<file path="config.mk">
export PLATFORM = sky130hd
export DESIGN_NAME = strela_input_stream
export DESIGN_NICKNAME = d
export VERILOG_FILES = /design/src/rtl/strela_input_stream.sv
export SDC_FILE = /design/constraint.sdc
export NUM_CORES = 1
export LEC_CHECK = 0
export CELL_PAD_IN_SITES_DETAIL_PLACEMENT = 2
export CELL_PAD_IN_SITES_GLOBAL_PLACEMENT = 2
export CORE_MARGIN = 3
export CORE_UTILIZATION = 38
export DETAILED_ROUTE_END_ITERATION = 6
export GPL_ROUTABILITY_DRIVEN = 0
export PLACE_DENSITY = 0.83
export SLEW_MARGIN = 30
export SYNTH_ARGS = -nofsm -noshare
export SYNTH_HDL_FRONTEND = slang
export SYNTH_SLANG_ARGS = --single-unit
</file>
<file path="constraint.sdc">
create_clock -name clk_i -period 7.9 [get_ports clk_i]
set_input_delay 1.185 -clock clk_i [delete_from_list [all_inputs] [get_ports clk_i]]
set_output_delay 1.185 -clock clk_i [all_outputs]
set_load 0.03 [all_outputs]
</file>
<file path="src/rtl/strela_input_stream.sv">
// -----------------------------------------------------------------------------
// strela_input_stream
//
// Memory-read stream engine for one CGRA input node. A start pulse latches a
// start address, a word count and a byte stride. The engine then issues word
// reads on an OBI-style req/gnt/rvalid port and buffers the returned data in a
// small FIFO. The FIFO drives a valid/ready stream into the CGRA input node.
//
// Ports
//   clk_i, rst_i              clock, synchronous active-high reset
//   start_i, abort_i          one-cycle control pulses from the CSR block
//   addr_i, size_i, stride_i  transfer parameters, sampled on an accepted start
//   mem_req_o, mem_addr_o     read request and byte address
//   mem_gnt_i                 request accepted this cycle
//   mem_rvalid_i, mem_rdata_i in-order read response
//   data_o, valid_o, ready_i  output stream
//   busy_o, done_o            engine active / one-cycle completion pulse
// -----------------------------------------------------------------------------
module strela_input_stream #(
  parameter int unsigned FIFO_DEPTH = 4
) (
  input  logic        clk_i,
  input  logic        rst_i,
  input  logic        start_i,
  input  logic [31:0] addr_i,
  input  logic [15:0] size_i,
  input  logic [15:0] stride_i,
  input  logic        abort_i,
  output logic        mem_req_o,
  output logic [31:0] mem_addr_o,
  input  logic        mem_gnt_i,
  input  logic        mem_rvalid_i,
  input  logic [31:0] mem_rdata_i,
  output logic [31:0] data_o,
  output logic        valid_o,
  input  logic        ready_i,
  output logic        busy_o,
  output logic        done_o
);

  localparam int unsigned PTR_W = $clog2(FIFO_DEPTH);
  localparam int unsigned CNT_W = PTR_W + 1;
  localparam logic [CNT_W:0] DEPTH = (CNT_W + 1)'(FIFO_DEPTH);

  typedef enum logic [1:0] {S_IDLE, S_REQ, S_DRAIN, S_FLUSH} state_e;

  state_e             state_q, state_d;
  logic [31:0]        addr_q, addr_d;
  logic [15:0]        stride_q, stride_d;
  logic [13:0]        words_q, words_d;
  logic [13:0]        issued_q, issued_d;
  logic [CNT_W-1:0]   outstanding_q, outstanding_d;
  logic [CNT_W-1:0]   fifo_count_q, fifo_count_d;
  logic [PTR_W-1:0]   wr_ptr_q, wr_ptr_d;
  logic [PTR_W-1:0]   rd_ptr_q, rd_ptr_d;
  logic               done_q, done_d;
  logic [31:0]        fifo_mem [FIFO_DEPTH];

  logic start_acc, abort_act, gnt_fire, rsp_fire, push, pop, credit_ok;
  logic unused_size_lsbs;

  // Byte-granular size bits below a word carry no meaning here.
  assign unused_size_lsbs = ^size_i[1:0];

  // Abort beats start; in IDLE an abort is a no-op but still masks the start.
  assign start_acc = start_i & ~abort_i & (state_q == S_IDLE);
  assign abort_act = abort_i & (state_q != S_IDLE);
  assign gnt_fire  = mem_req_o & mem_gnt_i;
  // Nothing is in flight after reset, so stray responses are ignored.
  assign rsp_fire  = mem_rvalid_i & (outstanding_q != '0);
  assign push      = rsp_fire & ~abort_act & ((state_q == S_REQ) || (state_q == S_DRAIN));
  assign pop       = valid_o & ready_i;
  // Credit counts reads in flight plus buffered words, so every response is
  // guaranteed a free FIFO slot and a pending request can never be withdrawn.
  assign credit_ok = ({1'b0, outstanding_q} + {1'b0, fifo_count_q}) < DEPTH;

  // ---------------------------------------------------------------------------
  // State register and datapath registers
  // ---------------------------------------------------------------------------
  // NOTE: sequential state uses non-blocking assignments only, so every
  // register samples the pre-edge value of every other register.
  always_ff @(posedge clk_i) begin
    if (rst_i) begin
      state_q       <= S_IDLE;
      addr_q        <= '0;
      stride_q      <= '0;
      words_q       <= '0;
      issued_q      <= '0;
      outstanding_q <= '0;
      fifo_count_q  <= '0;
      wr_ptr_q      <= '0;
      rd_ptr_q      <= '0;
      done_q        <= 1'b0;
    end else begin
      state_q       <= state_d;
      addr_q        <= addr_d;
      stride_q      <= stride_d;
      words_q       <= words_d;
      issued_q      <= issued_d;
      outstanding_q <= outstanding_d;
      fifo_count_q  <= fifo_count_d;
      wr_ptr_q      <= wr_ptr_d;
      rd_ptr_q      <= rd_ptr_d;
      done_q        <= done_d;
    end
  end

  // NOTE: the FIFO storage has no reset; validity is tracked by the count and
  // data_o is forced to zero while the FIFO is empty.
  always_ff @(posedge clk_i) begin
    if (push) begin
      fifo_mem[wr_ptr_q] <= mem_rdata_i;
    end
  end

  // ---------------------------------------------------------------------------
  // Counters, address and FIFO pointers
  // ---------------------------------------------------------------------------
  // NOTE: every signal driven here gets a default first, so no path through
  // the block can leave one unassigned and infer a latch.
  always_comb begin
    addr_d        = addr_q;
    stride_d      = stride_q;
    words_d       = words_q;
    issued_d      = issued_q;
    outstanding_d = outstanding_q;
    fifo_count_d  = fifo_count_q;
    wr_ptr_d      = wr_ptr_q;
    rd_ptr_d      = rd_ptr_q;

    if (start_acc) begin
      addr_d   = addr_i;
      stride_d = stride_i;
      words_d  = size_i[15:2];
      issued_d = '0;
    end else if (gnt_fire) begin
      addr_d   = addr_q + {16'h0000, stride_q};
      issued_d = issued_q + 14'd1;
    end

    case ({gnt_fire, rsp_fire})
      2'b10:   outstanding_d = outstanding_q + CNT_W'(1);
      2'b01:   outstanding_d = outstanding_q - CNT_W'(1);
      default: outstanding_d = outstanding_q;
    endcase

    if (abort_act) begin
      fifo_count_d = '0;
      wr_ptr_d     = '0;
      rd_ptr_d     = '0;
    end else begin
      if (push) wr_ptr_d = wr_ptr_q + PTR_W'(1);
      if (pop)  rd_ptr_d = rd_ptr_q + PTR_W'(1);
      case ({push, pop})
        2'b10:   fifo_count_d = fifo_count_q + CNT_W'(1);
        2'b01:   fifo_count_d = fifo_count_q - CNT_W'(1);
        default: fifo_count_d = fifo_count_q;
      endcase
    end
  end

  // ---------------------------------------------------------------------------
  // Next-state logic
  // ---------------------------------------------------------------------------
  always_comb begin
    state_d = state_q;
    done_d  = 1'b0;
    case (state_q)
      S_IDLE: begin
        if (start_acc) begin
          state_d = (size_i[15:2] == 14'd0) ? S_DRAIN : S_REQ;
        end
      end
      S_REQ: begin
        if (abort_act) begin
          state_d = (outstanding_d != '0) ? S_FLUSH : S_IDLE;
        end else if (gnt_fire && (issued_d == words_q)) begin
          state_d = S_DRAIN;
        end
      end
      S_DRAIN: begin
        if (abort_act) begin
          state_d = (outstanding_d != '0) ? S_FLUSH : S_IDLE;
        end else if ((outstanding_d == '0) && (fifo_count_d == '0)) begin
          // Judged on next-cycle values so done lands one cycle after the
          // final pop rather than two.
          state_d = S_IDLE;
          done_d  = 1'b1;
        end
      end
      S_FLUSH: begin
        if (outstanding_d == '0) begin
          state_d = S_IDLE;
        end
      end
      default: state_d = S_IDLE;
    endcase
  end

  // ---------------------------------------------------------------------------
  // Outputs
  // ---------------------------------------------------------------------------
  always_comb begin
    mem_req_o  = (state_q == S_REQ) && credit_ok;
    mem_addr_o = addr_q;
    valid_o    = (fifo_count_q != '0);
    data_o     = valid_o ? fifo_mem[rd_ptr_q] : 32'h0000_0000;
    busy_o     = (state_q != S_IDLE);
    done_o     = done_q;
  end

endmodule

</file>
# Word-level counts from Yosys, hierarchy flattened
# Memories as Yosys holds them, arrays and structs flattened. A register that Yosys moved wholly into a read port is not among the register bits.
# Cells that the tools add are included.
[word_totals]
reg_bits = 89
latch_bits = 0
ramBits = 128
mem_bits_ro = 0
in_bits = 103
out_inout_bits = 68
word_cells = 82
mem_count = 1
[classes]
addsub = 9
multipliers = 0
div_mod_pow = 0
order_cmp = 1
eq_ne = 12
shift = 0
mux = 22
n_bitwise = 11
reduce_logical = 16
[mem_list]
columns = ["name", "words", "width", "rd", "rd_clocked_by_memory_dff", "wr", "line", "rtl"]
rows = [
  ["fifo_mem", 4, 32, 1, 1, 1, "57", "logic [31:0] fifo_mem [FIFO_DEPTH];"],
]
[ops]
columns = ["operator", "count"]
rows = [
  ["$mux 32", 3],
  ["$add 32x16->32", 1],
  ["$mux 14", 2],
  ["$mux 2", 10],
  ["$add 14x1->14 const B", 1],
  ["$eq 14x14->1", 1],
  ["$logic_not 14->1", 1],
  ["$pmux 3 s2", 2],
  ["$reduce_bool 3->1", 3],
  ["$and 1x1->1", 8],
  ["$eq 2x2->1 const B", 4],
  ["$pmux 2 s4", 1],
  ["$add 3x1->3 const B", 2],
  ["$eq 2x1->1 const B", 3],
  ["$logic_not 3->1", 2],
  ["$ne 3x2->1 const B", 2],
  ["$sub 3x1->3 const B", 2],
  ["$add 2x1->2 const B", 2],
  ["$add 3x3->4", 1],
  ["$lt 4x3->1 const B", 1],
  ["$ne 2x2->1 const B", 2],
  ["$reduce_and 4->1", 1],
  ["$reduce_bool 2->1", 2],
  ["$logic_and 1x1->1", 3],
  ["7 further kinds", 11],
]

# Longest topological paths before layout
# Gate-level depths: netlist of run 1.
[depth]
word_depth = 13
depth_mapped = 18
mapped_depth_nobuf = 15

# Least setup slack after synthesis of run 1
# No wires, ideal clock.
[synth_path]
path_kind = "input to register"
from = "input mem_gnt_i"
to = "register state_q[1]"
setup_ns = 0.121
arrival_ns = 4.039
required_ns = 7.779
path_slack_ns = 3.740
stages = 15
n_path_buf = 3
cell_sequence = "and3_1 clkbuf_1 inv_1 clkbuf_1 clkbuf_1 ha_1 fa_1 xnor2_1 xor2_1 a22oi_1 nor2_1 o22ai_1 a2111oi_4 a31oi_2 mux2_4"
[synth_via]
elab_chain_cells = 7
word_cells_on_any_way = 19
cone_classes = "6 x eq/ne; 7 x mux; 1 x bitwise; 5 x reduce/logical"
[synth_lines]
columns = ["element", "line", "rtl"]
rows = [
  ["start, declared", "31", "input logic mem_gnt_i,"],
  ["$and 1x1->1 *", "68", "assign gnt_fire = mem_req_o & mem_gnt_i;"],
  ["$eq 2x1->1, or another cell as far along", "141", "case ({gnt_fire, rsp_fire})"],
  ["$pmux 3 s2 / $mux 14 (equally long branches)", "141, 131", ""],
  ["$reduce_bool 3->1, or another cell as far along", "176, 183", ""],
  ["$mux 2, or another cell as far along", "176, 183", ""],
  ["$mux 2, or another cell as far along", "182", "if (abort_act) begin"],
  ["$pmux 2 s4 / $reduce_and 4->1 (equally long branches)", "--", ""],
  ["end signal, assigned", "95", "state_q <= state_d;"],
  ["end, declared", "47", "state_e state_q, state_d;"],
]
# Mark *: on every way between the ends. The rest lies on a longest branch, timed or not.
# A chain may end at the register's enable or synchronous reset.

# Worst setup path in the final report of run 1
[layout_path]
from = "register state_q[1]"
to = "register state_q[1]"
[layout_via]
elab_chain_cells = 12
word_cells_on_any_way = 37
cone_classes = "12 x eq/ne; 9 x mux; 6 x bitwise; 10 x reduce/logical"
[layout_lines]
columns = ["element", "line", "rtl"]
rows = [
  ["$reduce_bool 2->1", "67", "assign abort_act = abort_i & (state_q != S_IDLE);"],
  ["$and 1x1->1", "67", ""],
  ["$not 1->1", "71", "assign push = rsp_fire & ~abort_act & ((state_q == S_REQ) || (state_q == S_DRAIN));"],
  ["$and 1x1->1 (2 in series)", "71", ""],
  ["$eq 2x1->1 / $eq 2x2->1 (equally long branches)", "154", "case ({push, pop})"],
  ["$pmux 3 s2", "154", ""],
  ["$mux 3", "147", "if (abort_act) begin"],
  ["$logic_not 3->1", "184", "end else if ((outstanding_d == '0) && (fifo_count_d == '0)) begin"],
  ["$logic_and 1x1->1", "184", ""],
  ["$ne 3x2->1 (no line)", "--", ""],
  ["$reduce_and 4->1 (no line)", "--", ""],
]
# Several ways; a longest one is shown, not always the timed one.

==> results of run 1 <==
[kinds of logic (layout without fill, tap and decap cells)]
kind of cell             count (synthesis)  count (layout)  synth area share
multiplexers                            38              38            0.0756
buffers and inverters                   72             248            0.0261
AO/OA/AOI/OAI                          172             172             0.109
AND/OR/NAND/NOR                        359             359             0.178
adder cells (fa/ha/maj)                 32              32            0.0406
other                                    0               1                 0
XOR/XNOR                                30              30            0.0266
flip-flops                             219             219             0.544
[worst register-to-register path: cells and delay by family (launching register included)]
family                   cells  cell delay (ps)
XOR/XNOR                     2              380
adder cells (fa/ha/maj)      3             1060
multiplexers                 1              330
buffers and inverters        3              830
flip-flops                   1              350
AND/OR/NAND/NOR              3              930
AO/OA/AOI/OAI                4             1160
[stage by stage]
| stage | setup WS [ps] | instance area [µm²] | hold slack [ps] | std cells | utilization |
|---|---|---|---|---|---|
| after floorplan | 3740 | 10400 | 440 | 922 | - |
| after global placement | 2550 | 12400 | 452 | 1387 | 0.468 |
| after detailed placement | 2350 | 12400 | 462 | 1387 | 0.468 |
| after CTS | 2770 | 13200 | 474 | 1433 | 0.498 |
| after global routing | 2450 | 13200 | 498 | 1433 | 0.498 |
| final | 2750 | 13200 | 470 | 1434 | 0.498 |
[path summary, 6_finish.rpt]
kind                startpoint      endpoint  slack, ps  cells after the start
setup / recovery    state_q[1]    state_q[1]       2750                     16
hold / removal    stride_q[14]  stride_q[14]        470                      2
setup reg to reg    state_q[1]    state_q[1]       2750                     16
hold reg to reg   stride_q[14]  stride_q[14]        470                      2
[layout by cell type (no fill, tap or decap), types with 22 or more instances in the layout]
cell	instances
clkdlybuf4s50_1	167
edfxtp_1	128
nand2_1	102
dfxtp_1	90
a21oi_1	55
nor2_1	55
and2_1	41
nand3_1	39
mux4_2	32
ha_1	29
o21ai_0	27
clkbuf_16	25
nor3_1	22
[metal layers]
metal / track usage / up-vias / wire length, µm
met4: 0.0749 / 0 / 1050
met1: 0.306 / 4238 / 14600
li1: - / 3785 / -
met5: 0 / - / 0
met2: 0.418 / 233 / 18100
met3: 0.0340 / 64 / 1560
[state kept, by name, indices dropped and copies added (netlist names), named ones only]
signal	cells
fifo_mem	128
mem_addr_o	32
stride_q	16
issued_q	14
words_q	14
fifo_count_q	3
outstanding_q	3
rd_ptr_q	2
state_q	2
wr_ptr_q	2
done_o	1
[power by group]
part | leakage, nW | switching [mW] | internal (mW)
logic | 2.28 | 0.500 | 0.326
clock network | 0.392 | 0.469 | 0.668
registers | 1.89 | 0.0813 | 1.28
total | 4.57 | 1.05 | 2.28
[cell type report]
class / count / area, µm² / share of cell area
flip-flops and latches: 219 / 5670 / 0.429
well taps: 335 / 419 / 0.0317
multi-input cells: 631 / 4470 / 0.339
diodes: 1 / 2.50 / 0.000190
repair buffers: 180 / 1770 / 0.134
clock inverters: 11 / 110 / 0.00834
inverters: 22 / 82.6 / 0.00625
clock buffers: 35 / 683 / 0.0517
==> summary.md, run 1 <==
| Metric | Value |
|---|---|
| YS warnings | `0` |
| Drt drc | `0` |
| Critical path class | `flip-flop to flip-flop` |
| Crit share post-route | `0.652` |
| CORE AREA | `26500 µm²` |
| Clk root buf | `clkbuf_16` |
| Yosys top cell by area | `edfxtp_1` |
| Clock transition at path regs | `60 ps` |
| Most numerous cell in the Yosys netlist | `edfxtp_1` |
| CP max stage cell | `nor4b_2` |
| CTS Buffer Depth | `3` |
| Clk_skew | `20.4 ps` |
| Status | `complete, no violations` |
| CTS tree | `yes` |
| Worst Path Buf+Inv | `3` |
| Remaining Overflow, GRT | `0` |
| Cell area after synthesis | `10400 µm²` |
| Post-Route WL | `35.3 mm` |
| Nets | `1214` |
| CTS Hold Bufs | `0` |
| Max transition margin | `0.426` |
| Pwr Total | `3.33 mW` |
| Crit path cell chain | `inv_1 > ha_1 > nor4b_2 > and3_1 > buf_4 > inv_1 > ha_1 > fa_1 > xnor2_1 > xor2_1 > a22oi_1 > nor2_1 > o22ai_1 > a21oi_1 > a31oi_2 > mux2_4` |
| Layout cells sized above 1 | `0.0856` |
| Die height | `172 µm` |
| Unique cell type count in the Yosys netlist | `65` |
| I/O pin count | `171` |
| EDFF count, synth | `128` |
| Tmin final | `5150 ps` |
| MaxCap Viol Count | `0` |
| Final hold vios | `0` |
| Cells after synthesis | `922` |
| Drt wl/cell | `24.6 µm` |
| Clk sinks | `219` |
| Maximum clock frequency | `0.194 GHz` |
| Total GRT Usage | `0.239` |
| Syn Area/Cell | `11.3 µm²` |
| P_leak | `4.57 nW` |
| Max FO, Critical Path | `24` |
| Die Width | `172 µm` |
| Area Overhead vs Synth | `26.9%` |
| Die ar. | `29400 µm²` |
| Clock latency on the worst-skew pair | `530 ps` |
| Yosys reg bits | `219` |
| 1st-iter DRT viols | `554` |
| Port Buffers | `168` |
| Synth area leaders | `edfxtp_1 37%, dfxtp_1 18%, mux4_2 6.9%` |
| RSZ-0062 raised after global routing | `false` |
| Delay-heaviest family, CP | `compound AO/OA/AOI/OAI gates` |
| Largest stage delay on the critical path | `520 ps` |
| Max Slew Vio Count | `0` |
| Synth top area share | `0.369` |
| Crit path arrival time | `5570 ps` |
| Worst Path Required | `8320 ps` |
| CP startpoint kind | `flip-flop` |
| Remaining antenna violation count after routing | `0` |
| Setup repair bufs after CTS | `0` |
| Peak VDD IR | `0.000143 V` |
| Average vias per placed instance | `5.80` |
| Htree depth | `1` |
| TritonCTS Buffers | `25` |
| Post-synth top flop | `edfxtp_1` |
| Vias in the first global route | `9140` |
| First-pass DRT Iterations | `5` |
| Worst-margin pin slew | `861 ps` |
| Initial Util | `0.393` |
| Resized cells post-CTS | `0` |
| CP Capture Type | `flip-flop` |
| Setup TNS | `0 ps` |
| Hold Path Class | `flip-flop to flip-flop` |
| Sequential area share after synthesis | `0.544` |
| First-pass GRT wire length | `54.4 mm` |
| Power per cell area | `252 nW/µm²` |
| Most frequent cells after synthesis | `128 x edfxtp_1, 102 x nand2_1, 91 x dfxtp_1` |
| Async SR Flop Fraction | `0` |
| # rows | `59` |
| DPL Wire Length | `23.7 mm` |
| Final setup fails | `0` |
| Largest net degree at the start of global routing | `79` |
| DR vias | `8320` |
| Syn_nets | `1057` |
| Fill cell count | `2616` |
| Number of antenna violations at the first check in global routing | `0` |
(Power assumes the default switching activity.)
==> inputs of run 2 (changes only) <==
Settings changed: CORE_UTILIZATION 38 to 35, PLACE_DENSITY 0.83 to 0.77.
Clock period 7.9 ns to 4.89 ns, I/O delays scaled along.
==> summary.md, run 2 (same netlist as run 1, synthesis figures left out) <==
| Metric | Value |
|---|---|
| Internal power | `3.74 mW (+64%)` |
| Tmin final | `4480 ps (-672 ps)` |
| WHS Path Cells | `2 (unchanged)` |
| FF+latch area | `5670 µm² (unchanged)` |
| Clk root buf | `clkbuf_16` |
| Remaining Overflow, GRT | `0 (unchanged)` |
| Fill cell count | `2966 (+13%)` |
| CTS Buffer Depth | `3 (unchanged)` |
| Multi-input logic area | `4470 µm² (unchanged)` |
| Antenna cells | `0 (-1)` |
| Peak VDD IR | `0.000284 V (+98%)` |
| Crit share post-route | `0.916 (+0.264)` |
| Layout cells sized above 1 | `0.0907 (+0.00513)` |
| Max FO, Critical Path | `5 (-79%)` |
| Sw Pwr | `1.72 mW (+64%)` |
| Worst-margin pin slew | `880 ps (+18.6 ps)` |
| Worst r2r path cells | `14 (-2)` |
| Drt drc | `0 (unchanged)` |
| Status | `complete, no violations` |
| Initial Util | `0.359 (-0.0340)` |
| Critical path class | `flip-flop to flip-flop` |
| Setup repair bufs after CTS | `0 (unchanged)` |
| R2r setup slk | `410 ps (-2340 ps)` |
| Largest net degree at the start of global routing | `69 (-13%)` |
| Total GRT Usage | `0.214 (-0.0242)` |
| # rows | `62 (+5.1%)` |
| Power per cell area | `409 nW/µm² (+62%)` |
| DR vias | `8189 (-1.6%)` |
| Area Overhead vs Synth | `28.2%` |
| CP max stage cell | `nor4b_2` |
| Biggest register | `fifo_mem` |
| CP Capture Type | `flip-flop` |
| Most common cell on crit path | `ha_1` |
| Drt wl/cell | `22.9 µm (-7.2%)` |
| Setup TNS | `0 ps (unchanged)` |
| Final setup fails | `0 (unchanged)` |
| Resized cells post-CTS | `0 (unchanged)` |
| Remaining antenna violation count after routing | `0 (unchanged)` |
| RSZ-0062 raised after global routing | `false` |
| Clk sinks | `219 (unchanged)` |
| Largest stage delay on the critical path | `620 ps (+100 ps)` |
| Placed Instances | `1440 (+3.8%)` |
| Nets | `1218 (+0.33%)` |
| Max transition margin | `0.409 (-0.0163)` |
| Sw Ratio | `0.315 (-0.000498)` |
| First-pass GRT wire length | `53.3 mm (-2.0%)` |
| CTS Hold Bufs | `0 (unchanged)` |
| 1st-iter DRT viols | `421 (-24%)` |
| TritonCTS Buffers | `25 (unchanged)` |
| Most frequent cells in the layout | `167 x clkdlybuf4s50_1, 128 x edfxtp_1, 102 x nand2_1` |
| Maximum clock frequency | `0.223 GHz (+15%)` |
| Sequential Power Share | `0.404 (-0.006)` |
| Clock transition at path regs | `60 ps (about the same)` |
| Max reg flops | `128 (unchanged)` |
| Die Width | `178 µm (+4.0%)` |
| Hold Crit Endpoint | `stride_q[6]` |
| Max Slew Vio Count | `0 (unchanged)` |
| CTS tree | `yes` |
| Crit path cell chain | `ha_1 > nor4b_2 > and3_1 > inv_1 > ha_1 > fa_1 > xnor2_1 > xor2_1 > a22oi_1 > nor2_1 > o22ai_1 > a2111oi_4 > a31oi_2 > mux2_4` |
| Worst Path Required | `5320 ps (-3000 ps)` |
| Hold Path Class | `flip-flop to flip-flop` |
| Final instance count without filler cells | `1486 (+3.6%)` |
| Combinational share of power | `0.242 (-0.006)` |
| First-pass DRT Iterations | `4 (-1)` |
| Clock group share of total power | `0.353 (+0.011)` |
| Hold_sp | `stride_q[6]` |
| P_leak | `4.61 nW (+0.85%)` |
| Commonest non-fill, non-tap cell in the layout | `clkdlybuf4s50_1` |
| Worst r2r src | `fifo_count_q[2]` |
| Clk_skew | `20.4 ps (+0.00230 ps)` |
| Port Buffers | `168 (unchanged)` |
| WHS | `467 ps (-2.80 ps)` |
| Reg2reg end | `state_q[1]` |
| Post-Route WL | `34.0 mm (-3.8%)` |
| Die ar. | `31800 µm² (+8.3%)` |
| Clock latency on the worst-skew pair | `550 ps (+20 ps)` |
| Number of antenna violations at the first check in global routing | `0 (unchanged)` |
| I/O pin count | `171 (unchanged)` |
| Average vias per placed instance | `5.51 (-5.0%)` |
| CP startpoint kind | `flip-flop` |
| CORE AREA | `29000 µm² (+9.5%)` |
| Vias in the first global route | `9186 (+0.50%)` |
| Htree depth | `1 (unchanged)` |
| Crit path arrival time | `4910 ps (-660 ps)` |
| DPL Wire Length | `23.2 mm (-1.9%)` |
| MaxCap Viol Count | `0 (unchanged)` |
| Final hold vios | `0 (unchanged)` |
| Die height | `178 µm (+4.0%)` |
==> run 2: cell count changes in the layout (fill, tap and decap cells not counted), moves of 3 or more <==
cell / change
buf_4: +4
clkbuf_1: -3
clkbuf_8: +3
clkinv_2: -3
==> run 2: worst max path at each step <==
stage	startpoint	to	slack (ps)	cells after the start
global route	fifo_count_q[2]	state_q[1]	210	14
finish	fifo_count_q[2]	state_q[1]	410	14
floorplan	outstanding_q[2]	state_q[1]	830	17
global placement	mem_rvalid_i	state_q[1]	620	15
CTS	fifo_count_q[2]	state_q[1]	450	14
detailed placement	mem_rvalid_i	state_q[1]	310	15
==> run 2: layout make-up <==
cell class | instances | area share
clock buffer | 35 | 0.0535
timing repair buffer | 184 | 0.135
clock inverter | 11 | 0.00957
multi-input combinational | 631 | 0.335
inverter | 22 | 0.00619
tap | 384 | 0.0360
sequential | 219 | 0.425
==> run 2: per-layer routing <==
metal	wire length, µm	up-vias	global-route usage
met4	844	0	0.0545
met3	1240	45	0.0304
met1	14500	4179	0.271
met2	17400	173	0.385
li1	-	3792	-
met5	0	-	0
==> run 2: critical path, delay by kind of cell, from the launching register on <==
family / cells / cell delay, ps
mux: 1 / 330
xor+xnor: 2 / 450
simple gates: 3 / 1020
compound gates: 4 / 1090
flops: 1 / 440
buf+inv: 1 / 70
fa+ha+maj: 3 / 950
==> run 2: power by group through the flow <==
stage	registers [mW]	clock network, mW	logic (mW)
finish	2.21	1.93	1.32
global route	2.23	2.03	1.44
CTS	2.21	1.97	1.34
detailed placement	2.24	0	1.32
global placement	2.23	0	1.27
floorplan	2.31	0	0.693
==> run 2: metrics by stage <==
| step | worst slack (ps) | power, mW | util | area (µm²) |
|---|---|---|---|---|
| after floorplan | 827 | 3.01 | - | 10400 |
| after global placement | 623 | 3.50 | 0.431 | 12500 |
| after detailed placement | 310 | 3.56 | 0.431 | 12500 |
| after CTS | 450 | 5.51 | 0.460 | 13300 |
| after global routing | 208 | 5.70 | 0.460 | 13300 |
| final | 410 | 5.46 | 0.460 | 13300 |
